[src/rtl/parking_gate_ctrl.sv]
`default_nettype none
// ============================================================================
// Module      : parking_gate_ctrl
// Description : Entry-barrier and occupancy controller for the parking lot.
//               It counts the one-cycle car_in / car_out pulses from the
//               sensor FSM into a saturating occupancy count. It drives the
//               entry barrier motor through an open / hold / close sequence
//               and refuses entry while the lot is full.
// Revision    : 1.0 - initial release
// ----------------------------------------------------------------------------
// Parameters
//   CAPACITY      number of spaces (1 .. 2**CNT_W-1)
//   CNT_W         occupancy counter width
//   TRAVEL_CYCLES barrier motor travel time, opening or closing (>=1)
//   HOLD_CYCLES   longest time the barrier stays open waiting for a car (>=1)
//
// Ports
//   clk        in   system clock
//   reset      in   asynchronous, active-high reset
//   entry_req  in   entry request button (level, synchronous)
//   car_in     in   one-cycle pulse: a car completed entry
//   car_out    in   one-cycle pulse: a car completed exit
//   obstacle   in   (PARK_GATE_OBSTACLE_EN only) something is under the barrier
//   gate_up    out  motor drive, raise barrier   (state OPENING)
//   gate_down  out  motor drive, lower barrier   (state CLOSING)
//   gate_open  out  barrier fully open           (state OPEN)
//   occupancy  out  cars currently inside
//   full       out  occupancy == CAPACITY
//   err        out  one-cycle pulse on an overflow or underflow attempt
//
// Build option
//   PARK_GATE_OBSTACLE_EN  adds the obstacle input. An obstacle while the
//                          barrier is closing reopens it, even when the lot
//                          is full. An obstacle while the barrier is open
//                          freezes the hold timeout.
// ============================================================================
module parking_gate_ctrl #(
    parameter int CAPACITY      = 16,
    parameter int CNT_W         = 5,
    parameter int TRAVEL_CYCLES = 8,
    parameter int HOLD_CYCLES   = 50
) (
    input  logic             clk,
    input  logic             reset,
    input  logic             entry_req,
    input  logic             car_in,
    input  logic             car_out,
`ifdef PARK_GATE_OBSTACLE_EN
    input  logic             obstacle,
`endif
    output logic             gate_up,
    output logic             gate_down,
    output logic             gate_open,
    output logic [CNT_W-1:0] occupancy,
    output logic             full,
    output logic             err
);

    // ------------------------------------------------------------------------
    // Timer sizing. One timer serves both the travel and the hold phases. It
    // must reach max(TRAVEL_CYCLES, HOLD_CYCLES)-1. The width is at least 1 bit
    // so that a 1-cycle configuration still has a legal vector.
    // ------------------------------------------------------------------------
    localparam int c_TMR_MAX = (TRAVEL_CYCLES > HOLD_CYCLES) ? TRAVEL_CYCLES
                                                             : HOLD_CYCLES;
    localparam int c_TMR_W   = (c_TMR_MAX > 1) ? $clog2(c_TMR_MAX) : 1;

    localparam logic [c_TMR_W-1:0] c_TRAVEL_LAST = c_TMR_W'(TRAVEL_CYCLES - 1);
    localparam logic [c_TMR_W-1:0] c_HOLD_LAST   = c_TMR_W'(HOLD_CYCLES - 1);
    localparam logic [c_TMR_W-1:0] c_TMR_ONE     = c_TMR_W'(1);
    localparam logic [CNT_W-1:0]   c_CAP         = CNT_W'(CAPACITY);
    localparam logic [CNT_W-1:0]   c_CNT_ONE     = CNT_W'(1);

    typedef enum logic [1:0] {
        ST_CLOSED  = 2'd0,
        ST_OPENING = 2'd1,
        ST_OPEN    = 2'd2,
        ST_CLOSING = 2'd3
    } state_t;

    state_t               r_state;
    state_t               w_state_nxt;
    logic [c_TMR_W-1:0]   r_timer;
    logic                 w_timer_hold;

    logic [CNT_W-1:0]     r_occupancy;
    logic                 r_err;

    logic                 w_obstacle;
    logic                 w_inc;
    logic                 w_dec;
    logic                 w_at_cap;
    logic                 w_empty;
    logic                 w_admit;

`ifdef PARK_GATE_OBSTACLE_EN
    assign w_obstacle = obstacle;
`else
    assign w_obstacle = 1'b0;
`endif

    // ------------------------------------------------------------------------
    // Occupancy counter.
    // If car_in and car_out arrive together, they cancel. In that case no
    // boundary check is made and no err is raised, even at 0 or CAPACITY.
    // ------------------------------------------------------------------------
    assign w_inc    = car_in & ~car_out;
    assign w_dec    = car_out & ~car_in;
    assign w_at_cap = (r_occupancy == c_CAP);
    assign w_empty  = (r_occupancy == '0);

    always_ff @(posedge clk or posedge reset) begin
        if (reset) begin
            r_occupancy <= '0;
            r_err       <= 1'b0;
        end else begin
            if (w_inc && !w_at_cap) begin
                r_occupancy <= r_occupancy + c_CNT_ONE;
            end else if (w_dec && !w_empty) begin
                r_occupancy <= r_occupancy - c_CNT_ONE;
            end
            r_err <= (w_inc && w_at_cap) || (w_dec && w_empty);
        end
    end

    // full is decoded from the registered count. A request raised in the same
    // cycle as the car_in that fills the lot still sees the old value and is
    // admitted.
    assign full    = w_at_cap;
    assign w_admit = entry_req & ~w_at_cap;

    // ------------------------------------------------------------------------
    // Barrier sequencer: state register and timer.
    // The timer restarts on every state change. The only other case where it
    // does not advance is an obstacle freezing the hold phase.
    // ------------------------------------------------------------------------
    always_ff @(posedge clk or posedge reset) begin
        if (reset) begin
            r_state <= ST_CLOSED;
            r_timer <= '0;
        end else begin
            r_state <= w_state_nxt;
            if (w_state_nxt != r_state) begin
                r_timer <= '0;
            end else if (!w_timer_hold) begin
                r_timer <= r_timer + c_TMR_ONE;
            end
        end
    end

    always_comb begin
        w_state_nxt  = r_state;
        w_timer_hold = 1'b0;
        case (r_state)
            ST_CLOSED: begin
                // A request on a full lot is refused silently.
                if (w_admit) begin
                    w_state_nxt = ST_OPENING;
                end
            end
            ST_OPENING: begin
                if (r_timer == c_TRAVEL_LAST) begin
                    w_state_nxt = ST_OPEN;
                end
            end
            ST_OPEN: begin
                // entry_req is ignored here. The car passing through, or the
                // hold timeout, closes the barrier.
                if (car_in) begin
                    w_state_nxt = ST_CLOSING;
                end else if (w_obstacle) begin
                    w_timer_hold = 1'b1;
                end else if (r_timer == c_HOLD_LAST) begin
                    w_state_nxt = ST_CLOSING;
                end
            end
            ST_CLOSING: begin
                // A reversal takes priority over completing the close.
                // The motor then starts a full-length opening travel.
                if (w_admit || w_obstacle) begin
                    w_state_nxt = ST_OPENING;
                end else if (r_timer == c_TRAVEL_LAST) begin
                    w_state_nxt = ST_CLOSED;
                end
            end
            default: begin
                w_state_nxt = ST_CLOSED;
            end
        endcase
    end

    // ------------------------------------------------------------------------
    // Moore outputs
    // ------------------------------------------------------------------------
    assign gate_up   = (r_state == ST_OPENING);
    assign gate_open = (r_state == ST_OPEN);
    assign gate_down = (r_state == ST_CLOSING);
    assign occupancy = r_occupancy;
    assign err       = r_err;

endmodule
`default_nettype wire

[config.mk]
export PLATFORM = sky130hd
export DESIGN_NAME = parking_gate_ctrl
export DESIGN_NICKNAME = d
export VERILOG_FILES = /design/src/rtl/parking_gate_ctrl.sv
export SDC_FILE = /design/constraint.sdc
export NUM_CORES = 1
export LEC_CHECK = 0
export CORE_ASPECT_RATIO = 0.8
export CORE_MARGIN = 3
export CORE_UTILIZATION = 35
export DETAILED_ROUTE_END_ITERATION = 16
export GPL_ROUTABILITY_DRIVEN = 0
export GPL_TIMING_DRIVEN = 0
export PLACE_DENSITY_LB_ADDON = 0.12
export SETUP_SLACK_MARGIN = 0.1
export SYNTH_ARGS = -nofsm -noshare
export SYNTH_HDL_FRONTEND = slang
export SYNTH_SLANG_ARGS = --single-unit
[constraint.sdc]
create_clock -name clk -period 2.7 [get_ports clk]
set_input_delay 0.54 -clock clk [delete_from_list [all_inputs] [get_ports clk]]
set_output_delay 0.54 -clock clk [all_outputs]
set_load 0.02 [all_outputs]
==> results.cfg <==
[route]
vias_per_cell = 4.96
dr.pass1.iters = 4
wl_um = 1850
vias = 714
drtIter0Drc = 22
wl_per_cell_um = 12.8
ant_nets = 0
drc = 0

[layout]
drive_gt1_share_pct = 12.7
fill_cells = 230
layout.nets = 122
antenna_cells = 0
final_util_pct = 48.9
area_growth_pct = 24.5

[sta]
hold_slack_ps = 515
clock_skew_ps = 3.02
finalSetupViolations = 0
setup_tns_ps = 0
tightest_slew_ps = 554
fmax_mhz = 405
final-max-slew-violation-count = 0
min_period_over_period_pct = 91.4
period_needed_ps = 2470
relSlewSlack_pct = 62.7
hold_violations = 0
finalWorstSetupSlack_ps = 232
rsz0062_at_grt = false

[pwr]
p_switching_mw = 0.535
comb_power_share_pct = 53.4
power-per-cell-area_nw_per_um2 = 1110
switching_share_pct = 43.1
p_total_mw = 1.24
power.leakage_nw = 0.516
vdd_drop_max_v = 0.000484
internal_power_mw = 0.705
clkPwrFrac_pct = 12.3
pwr-share-seq_pct = 34.2

[placed_design]
place_ws_ps = -215
portBuffers = 13
dp_hpwl_um = 1410

[clock_tree]
cts_sinks = 14
cts_tree = yes
cts_buffer_depth = 2
htree_levels = 1
clk_pin_slew_worst_paths_ps = 90
clk-insertion-delay-late_ps = 280
root_buffer = clkbuf_4
post-cts-setup-buffer-count = 0
cts_made_buffers = 3

[global_routing]
gr-total-overflow = 0
grt_max_degree = 15
grt_util_all_layers_pct = 12.5
grt_pass1_vias = 642
antenna_found_initial = 0
grt_pass1_wl_um = 3090

[synthesis]
ys_types = 32
synthesis.area_um2 = 898
ys_seq_area_share_pct = 39.0
syn_inst = 93
avgSynthCellArea_um2 = 9.66
synth_area_leader_cell = dfrtp_1
synthTopCellsByArea = dfrtp_1 (39%), ha_1 (7.0%), nor2_1 (5.4%)
async_flop_share_pct = 100
synthFlopType = dfrtp_1
ys_ff_latch = 14
yosysWarnings = 0
synth_edf_count = 0
synth.most_common_cell = dfrtp_1
synth_nets = 104
synthTopCellsByCount = dfrtp_1 (14), nor2_1 (13), nand2_1 (10)
synth_top_area_share_pct = 39.0

[die]
die_w_um = 62.6
die-height_um = 51.3
pin_count = 15
coreArea_um2 = 2290
rows = 15
die_area_um2 = 3210
start_util_pct = 39.2

[setup_path]
critPathLaunchType = flop
arrival_ps = 1930
crit_required_ps = 2160
rr_startpoint = occupancy[1]
crit_type = flop to output port
crit_start = occupancy[1]
cp_max_fo = 6
r2r_cells = 7
critPathCaptureType = output port

[run_status]
status = completed

[hold_path]
min-delay-start = r_timer[0]
worstHoldPathType = flop to flop
hold_depth = 1

[run]
cap_violations = 0
## power by group through the flow
stage | Sequential [mW] | Combinational, mW | Clock [mW]
6_report | 0.425 | 0.663 | 0.153
5_1_grt | 0.443 | 0.736 | 0.171
4_1_cts | 0.418 | 0.670 | 0.158
3_5_place_dp | 0.422 | 0.665 | 0
3_3_place_gp | 0.420 | 0.659 | 0
2_1_floorplan | 0.442 | 0.421 | 0
## layout make-up
| type | instances | area [µm²] | area share, % |
|---|---|---|---|
| buffer | 1 | 3.75 | 0.336 |
| sequential | 14 | 350 | 31.3 |
| timing repair buffer | 13 | 133 | 11.9 |
| tap | 34 | 42.5 | 3.80 |
| inverter | 7 | 26.3 | 2.35 |
| clock buffer | 4 | 36.3 | 3.24 |
| multi-input combinational | 71 | 527 | 47.1 |
## worst paths after layout
path / end / slack (ps)
max: full / 230
min: r_timer[0] / 510
max reg2reg: occupancy[4] / 500
min reg2reg: r_timer[0] / 510
max in group asynchronous: r_state[1] / 1750
min in group asynchronous: r_timer[0] / 590
## repair_timing
item	in CTS	in global routing
gates resized for setup	1	2
endpoints found under the setup margin	1	2
hold buffers	0	0
## sequential cells by signal, summed over array words and instances, names as in the netlist
name       flops
r_timer        6
err            1
r_state        2
occupancy      5
## placed cells by master (no fill, tap or decap), types with 3 or more instances in the layout
master / instances
nor3_1: 3
inv_1: 7
nor2_1: 13
a21oi_1: 4
clkdlybuf4s50_1: 12
xor2_1: 5
nand2b_1: 3
clkbuf_4: 3
dfrtp_1: 14
nand2_1: 10
ha_1: 5
## critical path: stages (launching register included)
cell	delay, ps
dfrtp_1	470
nor4_2	310
nand2_1	140
inv_1	110
clkdlybuf4s50_1	610
## cell families (layout without fill, tap and decap cells)
logic type | count (synthesis) | in the layout | synth area share [%]
xor gates and xnor gates | 7 | 7 | 6.82
DFF | 14 | 14 | 39.0
and+or+nand+nor | 38 | 38 | 20.3
muxes | 3 | 3 | 4.74
buffers and inverters | 8 | 25 | 3.34
AOI/OAI and AO/OA | 17 | 17 | 16.6
adders and majority gates | 6 | 6 | 9.19
## stage by stage
step	instance area [µm²]	instances
finish	1120	144
global route	1120	144
CTS	1110	144
detailed placement	1070	140
global placement	1070	140
floorplan	898	93
## metal layers
layer / global-route usage (%) / vias up / wire length (µm)
met5: 0 / - / 0
met4: 2.20 / 0 / 9
met3: 4.84 / 2 / 92
met2: 17.5 / 16 / 748
met1: 18.2 / 334 / 995
li1: - / 362 / -
Power figures use the tool's default switching activity.
